File: src/rtl/washer_pkg.sv
// Shared washer definitions: phase codes, timer states,
// phase-to-flag mapping and phase-to-duration lookup.
package washer_pkg;

    localparam logic [2:0] PH_IDLE    = 3'd0;
    localparam logic [2:0] PH_FILL_1  = 3'd1;
    localparam logic [2:0] PH_WASH    = 3'd2;
    localparam logic [2:0] PH_DRAIN_1 = 3'd3;
    localparam logic [2:0] PH_FILL_2  = 3'd4;
    localparam logic [2:0] PH_RINSE   = 3'd5;
    localparam logic [2:0] PH_DRAIN_2 = 3'd6;
    localparam logic [2:0] PH_SPIN    = 3'd7;

    typedef enum logic [2:0] {
        T_IDLE,
        T_ARM,
        T_RUN,
        T_PAUSE,
        T_DONE
    } tstate_t;

    typedef struct packed {
        logic ts;
        logic tr;
        logic td;
        logic tw;
        logic tf;
    } tflags_t;

    function automatic tflags_t phase_flags(
        input logic [2:0] ph
    );
        tflags_t f;
        f = '0;
        unique case (1'b1)
            (ph == PH_FILL_1),
            (ph == PH_FILL_2):  f.tf = 1'b1;
            (ph == PH_WASH):    f.tw = 1'b1;
            (ph == PH_DRAIN_1),
            (ph == PH_DRAIN_2): f.td = 1'b1;
            (ph == PH_RINSE):   f.tr = 1'b1;
            (ph == PH_SPIN):    f.ts = 1'b1;
            default:            f = '0;
        endcase
        return f;
    endfunction

    // Quick cycle halves the long phases but never drops to zero.
    function automatic int unsigned quick_dur(
        input int unsigned d,
        input logic        q
    );
        int unsigned h;
        h = d >> 1;
        if (!q) return d;
        return (h == 32'd0) ? 32'd1 : h;
    endfunction

    function automatic int unsigned phase_duration(
        input logic [2:0]  ph,
        input logic        q,
        input int unsigned fill,
        input int unsigned wash,
        input int unsigned drain,
        input int unsigned rinse,
        input int unsigned spin
    );
        int unsigned d;
        d = 32'd0;
        unique case (ph)
            PH_FILL_1,
            PH_FILL_2:  d = fill;
            PH_WASH:    d = quick_dur(wash, q);
            PH_DRAIN_1,
            PH_DRAIN_2: d = drain;
            PH_RINSE:   d = quick_dur(rinse, q);
            PH_SPIN:    d = quick_dur(spin, q);
            default:    d = 32'd0;
        endcase
        return d;
    endfunction

endpackage

File: src/rtl/wash_cycle_timer_tick_prescaler.sv
// Free-running tick prescaler with synchronous clear and enable;
// tick marks the enabled cycle at terminal count.
module tick_prescaler #(
    parameter int unsigned TICK_DIV = 50000000
) (
    input  logic clk,
    input  logic reset,
    input  logic clr,
    input  logic en,
    output logic tick
);

    localparam int unsigned PW =
        (TICK_DIV > 1) ? $clog2(TICK_DIV) : 1;
    localparam logic [PW-1:0] LAST = PW'(TICK_DIV - 1);

    logic [PW-1:0] cnt;

    assign tick = en && (cnt == LAST);

    always_ff @(posedge clk or negedge reset) begin
        if (!reset) begin
            cnt <= '0;
        end else if (clr) begin
            cnt <= '0;
        end else if (en) begin
            cnt <= tick ? '0 : cnt + PW'(1);
        end
    end

endmodule

File: src/rtl/wash_cycle_timer.sv
// Per-phase duration timer: loads a phase duration on restart,
// counts prescaled ticks with door-hold pause, raises one done flag.
module wash_cycle_timer
    import washer_pkg::*;
#(
    parameter int unsigned TICK_DIV = 50000000,
    parameter int unsigned CNT_W    = 8,
    parameter int unsigned FILL_T   = 30,
    parameter int unsigned WASH_T   = 120,
    parameter int unsigned DRAIN_T  = 20,
    parameter int unsigned RINSE_T  = 60,
    parameter int unsigned SPIN_T   = 90
) (
    input  logic             clk,
    input  logic             reset,
    input  logic             R,
    input  logic [2:0]       phase,
    input  logic             hold,
    input  logic             quick,
    output logic             Tf,
    output logic             Tw,
    output logic             Td,
    output logic             Tr,
    output logic             Ts,
    output logic             busy,
    output logic [CNT_W-1:0] remaining
);

    localparam longint unsigned CNT_MAX =
        (64'd1 << CNT_W) - 64'd1;

    generate
        if (TICK_DIV < 2) begin : g_div_chk
            $error("TICK_DIV must be at least 2");
        end
        if (FILL_T > CNT_MAX || WASH_T > CNT_MAX ||
            DRAIN_T > CNT_MAX || RINSE_T > CNT_MAX ||
            SPIN_T > CNT_MAX) begin : g_dur_chk
            $error("phase duration exceeds CNT_W");
        end
    endgenerate

    tstate_t          state, state_nx;
    logic [CNT_W-1:0] rem_q, rem_nx;
    logic [2:0]       ph_q, ph_nx;
    tflags_t          flags_q, flags_nx;
    logic [CNT_W-1:0] load_val;
    logic             presc_en;
    logic             tick;

    assign load_val = CNT_W'(phase_duration(
        phase, quick, FILL_T, WASH_T,
        DRAIN_T, RINSE_T, SPIN_T));

    // Restart owns the prescaler; PAUSE with hold released counts too,
    // so a pause shifts completion by exactly the held cycles.
    assign presc_en = !R && !hold &&
        ((state == T_RUN) || (state == T_PAUSE));

    tick_prescaler #(
        .TICK_DIV(TICK_DIV)
    ) u_presc (
        .clk  (clk),
        .reset(reset),
        .clr  (R),
        .en   (presc_en),
        .tick (tick)
    );

    always_ff @(posedge clk or negedge reset) begin
        if (!reset) begin
            state   <= T_IDLE;
            rem_q   <= '0;
            ph_q    <= PH_IDLE;
            flags_q <= '0;
        end else begin
            state   <= state_nx;
            rem_q   <= rem_nx;
            ph_q    <= ph_nx;
            flags_q <= flags_nx;
        end
    end

    always_comb begin
        state_nx = state;
        rem_nx   = rem_q;
        ph_nx    = ph_q;
        flags_nx = flags_q;
        if (R) begin
            state_nx = T_ARM;
            rem_nx   = '0;
            flags_nx = '0;
        end else begin
            unique case (state)
                T_IDLE: ;
                T_ARM: begin
                    ph_nx = phase;
                    if (phase == PH_IDLE) begin
                        state_nx = T_IDLE;
                    end else begin
                        rem_nx   = load_val;
                        state_nx = (load_val == '0) ?
                            T_DONE : T_RUN;
                    end
                end
                T_RUN, T_PAUSE: begin
                    if (hold) begin
                        state_nx = T_PAUSE;
                    end else begin
                        state_nx = T_RUN;
                        if (tick) begin
                            rem_nx = rem_q - CNT_W'(1);
                            if (rem_q == CNT_W'(1)) begin
                                state_nx = T_DONE;
                            end
                        end
                    end
                end
                T_DONE: flags_nx = phase_flags(ph_q);
                default: state_nx = T_IDLE;
            endcase
        end
    end

    assign Tf        = flags_q.tf;
    assign Tw        = flags_q.tw;
    assign Td        = flags_q.td;
    assign Tr        = flags_q.tr;
    assign Ts        = flags_q.ts;
    assign remaining = rem_q;
    assign busy      = (state == T_ARM) ||
                       (state == T_RUN) ||
                       (state == T_PAUSE);

endmodule

File: config.mk
export PLATFORM = sky130hd
export DESIGN_NAME = wash_cycle_timer
export DESIGN_NICKNAME = d
export VERILOG_FILES = /design/src/rtl/washer_pkg.sv /design/src/rtl/wash_cycle_timer_tick_prescaler.sv /design/src/rtl/wash_cycle_timer.sv
export SDC_FILE = /design/constraint.sdc
export NUM_CORES = 1
export LEC_CHECK = 0
export CAP_MARGIN = 30
export CORE_MARGIN = 2
export CORE_UTILIZATION = 55
export DETAILED_ROUTE_END_ITERATION = 7
export PLACE_DENSITY = 0.82
export SYNTH_ARGS = -nofsm -noshare
export SYNTH_HDL_FRONTEND = slang
export SYNTH_SLANG_ARGS = --single-unit
File: constraint.sdc
create_clock -name clk -period 6.8 [get_ports clk]
set_input_delay 1.02 -clock clk [delete_from_list [all_inputs] [get_ports clk]]
set_output_delay 1.02 -clock clk [all_outputs]
set_load 0.02 [all_outputs]
==> impl_metrics.tcl, run 1 <==
set metrics [dict create \
    cts_tree "yes" \
    synth_cell_types 51 \
    pwr-share-comb_pct 16.8 \
    tightest_slew_ns 1.028 \
    cts_resized 0 \
    antenna_cells 0 \
    crit_path_end_kind "flip-flop" \
    maxSlewViolCount 0 \
    drtIter0Drc 259 \
    yosys.area_share.simple_pct 25.02 \
    fin_crit_sh_pct 45.40 \
    p_switching_mw 0.1590 \
    regToRegSetupSlack_ns 4.26 \
    die-area_um2 5399 \
    grt-ovfl-total 0 \
    initial_core_util_pct 56.59 \
    setup.worst_path.start "phase[2]" \
    ir_worst_vdd_mv 0.08445 \
    outcome "complete, no violations" \
    crit_type "input port to flip-flop" \
    drt_first_pass_iters 4 \
    cap_violations 0 \
    fillerInstances 399 \
    die_width_um 73.48 \
    reg2reg_from "u_presc.cnt[7]$_DFFE_PN0P_" \
    hold_depth 1 \
    min_period_ns 3.087 \
    port_buffers 21 \
    via_per_inst 6.292 \
    row_count 25 \
    switching_share_pct 28.60 \
    h-tree-depth 2 \
    root_buffer "clkbuf_8" \
    seqCellArea_um2 1126 \
    hp-class "flip-flop to flip-flop" \
    synth_area_um2 2655 \
    drive_above_1_share_pct 6.646 \
    post-route-util_pct 62.77 \
    grt_setup_unrepaired "false" \
    finalSetupViolCount 0 \
    ys_seq_area_share_pct 42.41 \
    cp.required_ns 6.99 \
    worstHoldStart "u_presc.cnt[10]$_DFFE_PN0P_" \
    grt_max_degree 39 \
    final_hold_viol_count 0 \
    yosys-mux-area-fraction_pct 2.403 \
    grt_pass1_vias 2087 \
    clock_latency_ns 0.30 \
    cts_setup_buffers 0 \
    synth_top_area_cell "dfrtp_1" \
    core-area_um2 4692 \
    num_vias 2328 \
    layout_common_cells "dfrtp_1, nor2_1, nand2_1, a21oi_1, clkdlybuf4s50_1" \
    yosys.area_share.xor_xnor_pct 2.309 \
    synth_top_family_by_area "simple AND/OR/NAND/NOR gates" \
    ctsLongestPathBuffers 2 \
    p_clk_share_pct 30.7 \
    synth-compound-area-share_pct 21.63 \
    yosys.area.top_type_share_pct 42.41 \
    synthAdderAreaFrac_pct 1.414 \
    final_common_cell "dfrtp_1" \
    netlist_top_cells_area "dfrtp_1, a21oi_1, a31oi_1, nor2_1, nand2_1" \
    synth-edff-count 0 \
    setup_ws_ns 3.713 \
    ios 22 \
    yosys_warnings 0 \
    dp_hpwl_um 3923 \
    maxSlewHeadroom_pct 31.14 \
    totalWireLength_um 5765 \
    numCtsBuffers 5 \
    synthCells 306 \
    worstPathArrival_ns 3.28 \
    fmax_mhz 323.9 \
    syn_to_final_growth_pct 10.93 \
    cts.sinks 45 \
    final_area_um2 2945 \
    synth_ff_type "dfrtp_1" \
    sequentialPowerShare_pct 52.5 \
    worstHoldEndpoint "u_presc.cnt[10]$_DFFE_PN0P_" \
    finalNetCount 327 \
    ctsHoldBuffers 0 \
    multiInputGateArea_um2 1406 \
    grt_usage_pct 23.41 \
    p_int_mw 0.3969 \
    rr_endpoint "remaining[7]$_DFFE_PN0P_" \
    route.detailed.wl_per_inst_um 15.58 \
    antenna_found_initial 0 \
    path_max_fanout 14 \
    hold_ws_ns 0.5293 \
    die_height_um 73.48 \
    place.gp.congestion 0.8054 \
    power_density_nw_per_um2 188.7 \
    grt_pass1_wl_um 9887 \
    drc_errors 0 \
    fin_skew_ns 0.008741 \
    pre_cts_slack_ns 3.435 \
    fin_setup_tns_ns 0 \
    p_leak_nw 1.190 \
    synth_fp_nets 317 \
    clk_pin_slew_ns 0.08 \
    syn_area_per_cell_um2 8.677 \
    synth_seq_cells 45 \
    placed_area_um2 2859 \
    final_antenna_net_count 0 \
    ys_async_sr_fraction_pct 100.0 \
    cp-start-kind "input port" \
    ff2ff_path_depth 5 \
]
## critical path, cell delays in order
cell,delay [ns]
clkdlybuf4s50_1,0.61
nor3_1,0.36
nor2_1,0.12
a31oi_1,0.77
a21oi_1,0.08
a221oi_1,0.32
## per-stage QoR
stage | instances | power [mW]
final | 370 | 0.5559
after global routing | 370 | 0.5825
after CTS | 370 | 0.5589
after detailed placement | 363 | 0.3895
after global placement | 362 | 0.3858
after floorplan | 306 | 0.3567
## how the worst max path moves through the flow
stage,end,slack [ns],cells after the start
global placement,remaining[0]$_DFFE_PN0P_,3.53,6
global route,u_presc.cnt[16]$_DFFE_PN0P_,3.54,5
floorplan,remaining[0]$_DFFE_PN0P_,4.41,7
finish,remaining[0]$_DFFE_PN0P_,3.71,6
CTS,remaining[0]$_DFFE_PN0P_,3.75,6
detailed placement,remaining[0]$_DFFE_PN0P_,3.43,6
## layout make-up
| class | count | area share, % |
|---|---|---|
| Clock buffer | 7 | 2.931 |
| Sequential cell | 45 | 38.23 |
| Inverter | 7 | 0.8921 |
| Timing Repair Buffer | 23 | 7.901 |
| Tap cell | 54 | 2.294 |
| Multi-Input combinational cell | 234 | 47.75 |
## kinds of logic after synthesis
logic type | count (synthesis)
AOI/OAI and AO/OA | 91
xor gates and xnor gates | 7
adders and majority gates | 3
buffers and inverters | 27
DFF | 45
muxes | 6
and+or+nand+nor | 127
## layer usage
layer	track usage [%]	share of wire, %	up-vias	routed length, um
li1	-	-	1151	-
met1	35.36	49	1125	2852
met2	33.63	46	43	2628
met3	4.801	3.6	9	205
met4	7.273	1.4	0	79
met5	0	0	-	0
## Yosys cell counts (5+ instances only)
library cell and number:
nor2_1 31, a31oi_1 19, dfrtp_1 45, o211ai_1 5, nor3_1 12, a21oi_1 26
a41oi_1 5, clkbuf_1 13, nand2_1 28, nand3_1 13, o21ai_0 8, and3_1 6
o21ai_1 8, nand4_1 7, inv_1 7
## flip-flops by register name, indices dropped and copies added (netlist names)
| name | count |
|---|---|
| u_presc.cnt | 26 |
| remaining | 8 |
| ph_q | 3 |
| state | 3 |
| Td | 1 |
| Tf | 1 |
| Tr | 1 |
| Ts | 1 |
| Tw | 1 |
## power by group through the flow
| stage | logic (mW) | registers (mW) | clock network (mW) |
|---|---|---|---|
| after global routing | 0.105 | 0.294 | 0.184 |
| final | 0.0936 | 0.292 | 0.171 |
| after global placement | 0.0907 | 0.295 | 0 |
| after floorplan | 0.0590 | 0.298 | 0 |
| after detailed placement | 0.0930 | 0.297 | 0 |
| after CTS | 0.0940 | 0.291 | 0.174 |
Note: power is estimated with default switching activity, not from simulation.
==> inputs of run 2 (changes only) <==
Settings changed: CORE_UTILIZATION 55 to 52.
Clock period 6.8 ns to 2.65 ns, I/O delays scaled along.
==> impl_metrics.tcl, run 2 (synthesis gave the netlist of run 1 again) <==
set metrics [dict create \
    drtIter0Drc 190 \
    reg2reg_from "u_presc.cnt[7]$_DFFE_PN0P_" \
    top_register "u_presc.cnt" \
    fillerInstances 450 \
    hp-class "input port to asynchronous set/reset pin" \
    crit_type "flip-flop to flip-flop" \
    die_width_um 75.46 \
    multiInputGateArea_um2 1406 \
    max_stage_delay_ns 0.55 \
    tightest_slew_ns 0.8157 \
    place.gp.congestion 0.9000 \
    cp.required_ns 2.82 \
    crit_chain "or4_4, nor4_4, a2111oi_2, clkbuf_4, buf_4, a41oi_1, a31oi_1" \
    min_period_ns 2.385 \
    drc_errors 0 \
    worstPathArrival_ns 2.55 \
    final_hold_viol_count 0 \
    seqCellArea_um2 1126 \
    final_antenna_net_count 0 \
    via_per_inst 5.990 \
    post-route-util_pct 62.09 \
    fin_setup_tns_ns 0 \
    totalWireLength_um 5923 \
    syn_to_final_growth_pct 17.15 \
    antenna_found_initial 0 \
    ctsHoldBuffers 0 \
    initial_core_util_pct 53.00 \
    root_buffer "clkbuf_8" \
    p_leak_nw 1.282 \
    grt_pass1_vias 2094 \
    dp_hpwl_um 4265 \
    route.detailed.wl_per_inst_um 14.66 \
    drive_above_1_share_pct 11.68 \
    row_count 26 \
    drt_first_pass_iters 4 \
    fmax_mhz 419.2 \
    h-tree-depth 2 \
    clk_pin_slew_ns 0.08 \
    cts_resized 0 \
    fin_skew_ns 0.008947 \
    maxSlewViolCount 0 \
    numCtsBuffers 5 \
    largest_reg_flops 26 \
    cts_tree "yes" \
    cp-start-kind "flip-flop" \
    outcome "complete, no violations" \
    die_height_um 75.46 \
    final_common_cell "dfrtp_1" \
    ctsLongestPathBuffers 2 \
    critPathSlowestCell "or4_4" \
    antenna_cells 0 \
    layout_common_cells "dfrtp_1, nor2_1, nand2_1, a21oi_1, clkdlybuf4s50_1" \
    crit_path_end_kind "flip-flop" \
    num_vias 2420 \
    grt_max_degree 32 \
    path_max_fanout 21 \
    die-area_um2 5693 \
    cap_violations 0 \
    ios 22 \
    grt_setup_unrepaired "false" \
    fin_crit_sh_pct 90.02 \
    power_density_nw_per_um2 491.9 \
    core-area_um2 5010 \
    setup.worst_path.start "u_presc.cnt[7]$_DFFE_PN0P_" \
    port_buffers 21 \
    finalNetCount 344 \
    cts_setup_buffers 0 \
    maxSlewHeadroom_pct 45.51 \
    finalSetupViolCount 0 \
    grt_usage_pct 22.48 \
    ir_worst_vdd_mv 0.3055 \
    clock_latency_ns 0.30 \
    grt-ovfl-total 0 \
    cts.sinks 45 \
    grt_pass1_wl_um 9894 \
    hold_ws_ns 0.1357 \
]
[run 2: cell count changes in the layout (fill, tap and decap cells not counted)]
cell,change
bufinv_16,+1
buf_4,+17
buf_12,-1
clkbuf_4,+1
[run 2: final timing paths]
| kind | slack, ns | end | cells past startpoint |
|---|---|---|---|
| worst max-delay path | 0.26 | u_presc.cnt[16]$_DFFE_PN0P_ | 7 |
| worst min-delay path | 0.14 | u_presc.cnt[5]$_DFFE_PN0P_ | 1 |
| worst max register to register | 0.26 | u_presc.cnt[16]$_DFFE_PN0P_ | 7 |
| worst min register to register | 0.52 | u_presc.cnt[10]$_DFFE_PN0P_ | 1 |
| max in group asynchronous | 1.91 | state[0]$_DFFE_PN0P_ | 2 |
| min in group clk | 0.52 | u_presc.cnt[10]$_DFFE_PN0P_ | 1 |
[run 2: critical path: cells and delay by family (launching register included)]
family	cells	cell delay [ns]
buf+inv	2	0.43
simple gates	2	0.93
compound gates	3	0.41
flops	1	0.47
[run 2: cell type report]
class,instances,share of cell area (%)
clock inverter,1,0.9654
multi-input combinational,234,45.21
clock buffer,7,2.776
inverter,7,0.8447
tap,70,2.816
sequential,45,36.20
timing repair buffer,40,11.18
[run 2: metal layers]
metal / wire length [um] / track usage (%) / share of wire [%]
met1: 2840 / 33.73 / 48
met2: 2762 / 32.46 / 47
met3: 258 / 5.026 / 4.4
met4: 61 / 7.018 / 1.0
met5: 0 / 0 / 0
[run 2: where the power goes]
group          total, mW  switching, mW  internal, mW
Clock              0.526          0.219         0.307
Sequential         0.747         0.0346         0.712
Combinational      0.257          0.146         0.112
[run 2: per-stage QoR]
step	worst slack [ns]	cell area [um^2]	total power, mW	cells
3_3_place_gp	0.1521	2987	1.008	395
6_report	0.2645	3110	1.530	404
4_1_cts	0.01955	3103	1.544	403
2_1_floorplan	0.5248	2655	0.9153	306
5_1_grt	0.1399	3110	1.617	404
3_5_place_dp	0.04739	2987	1.014	395
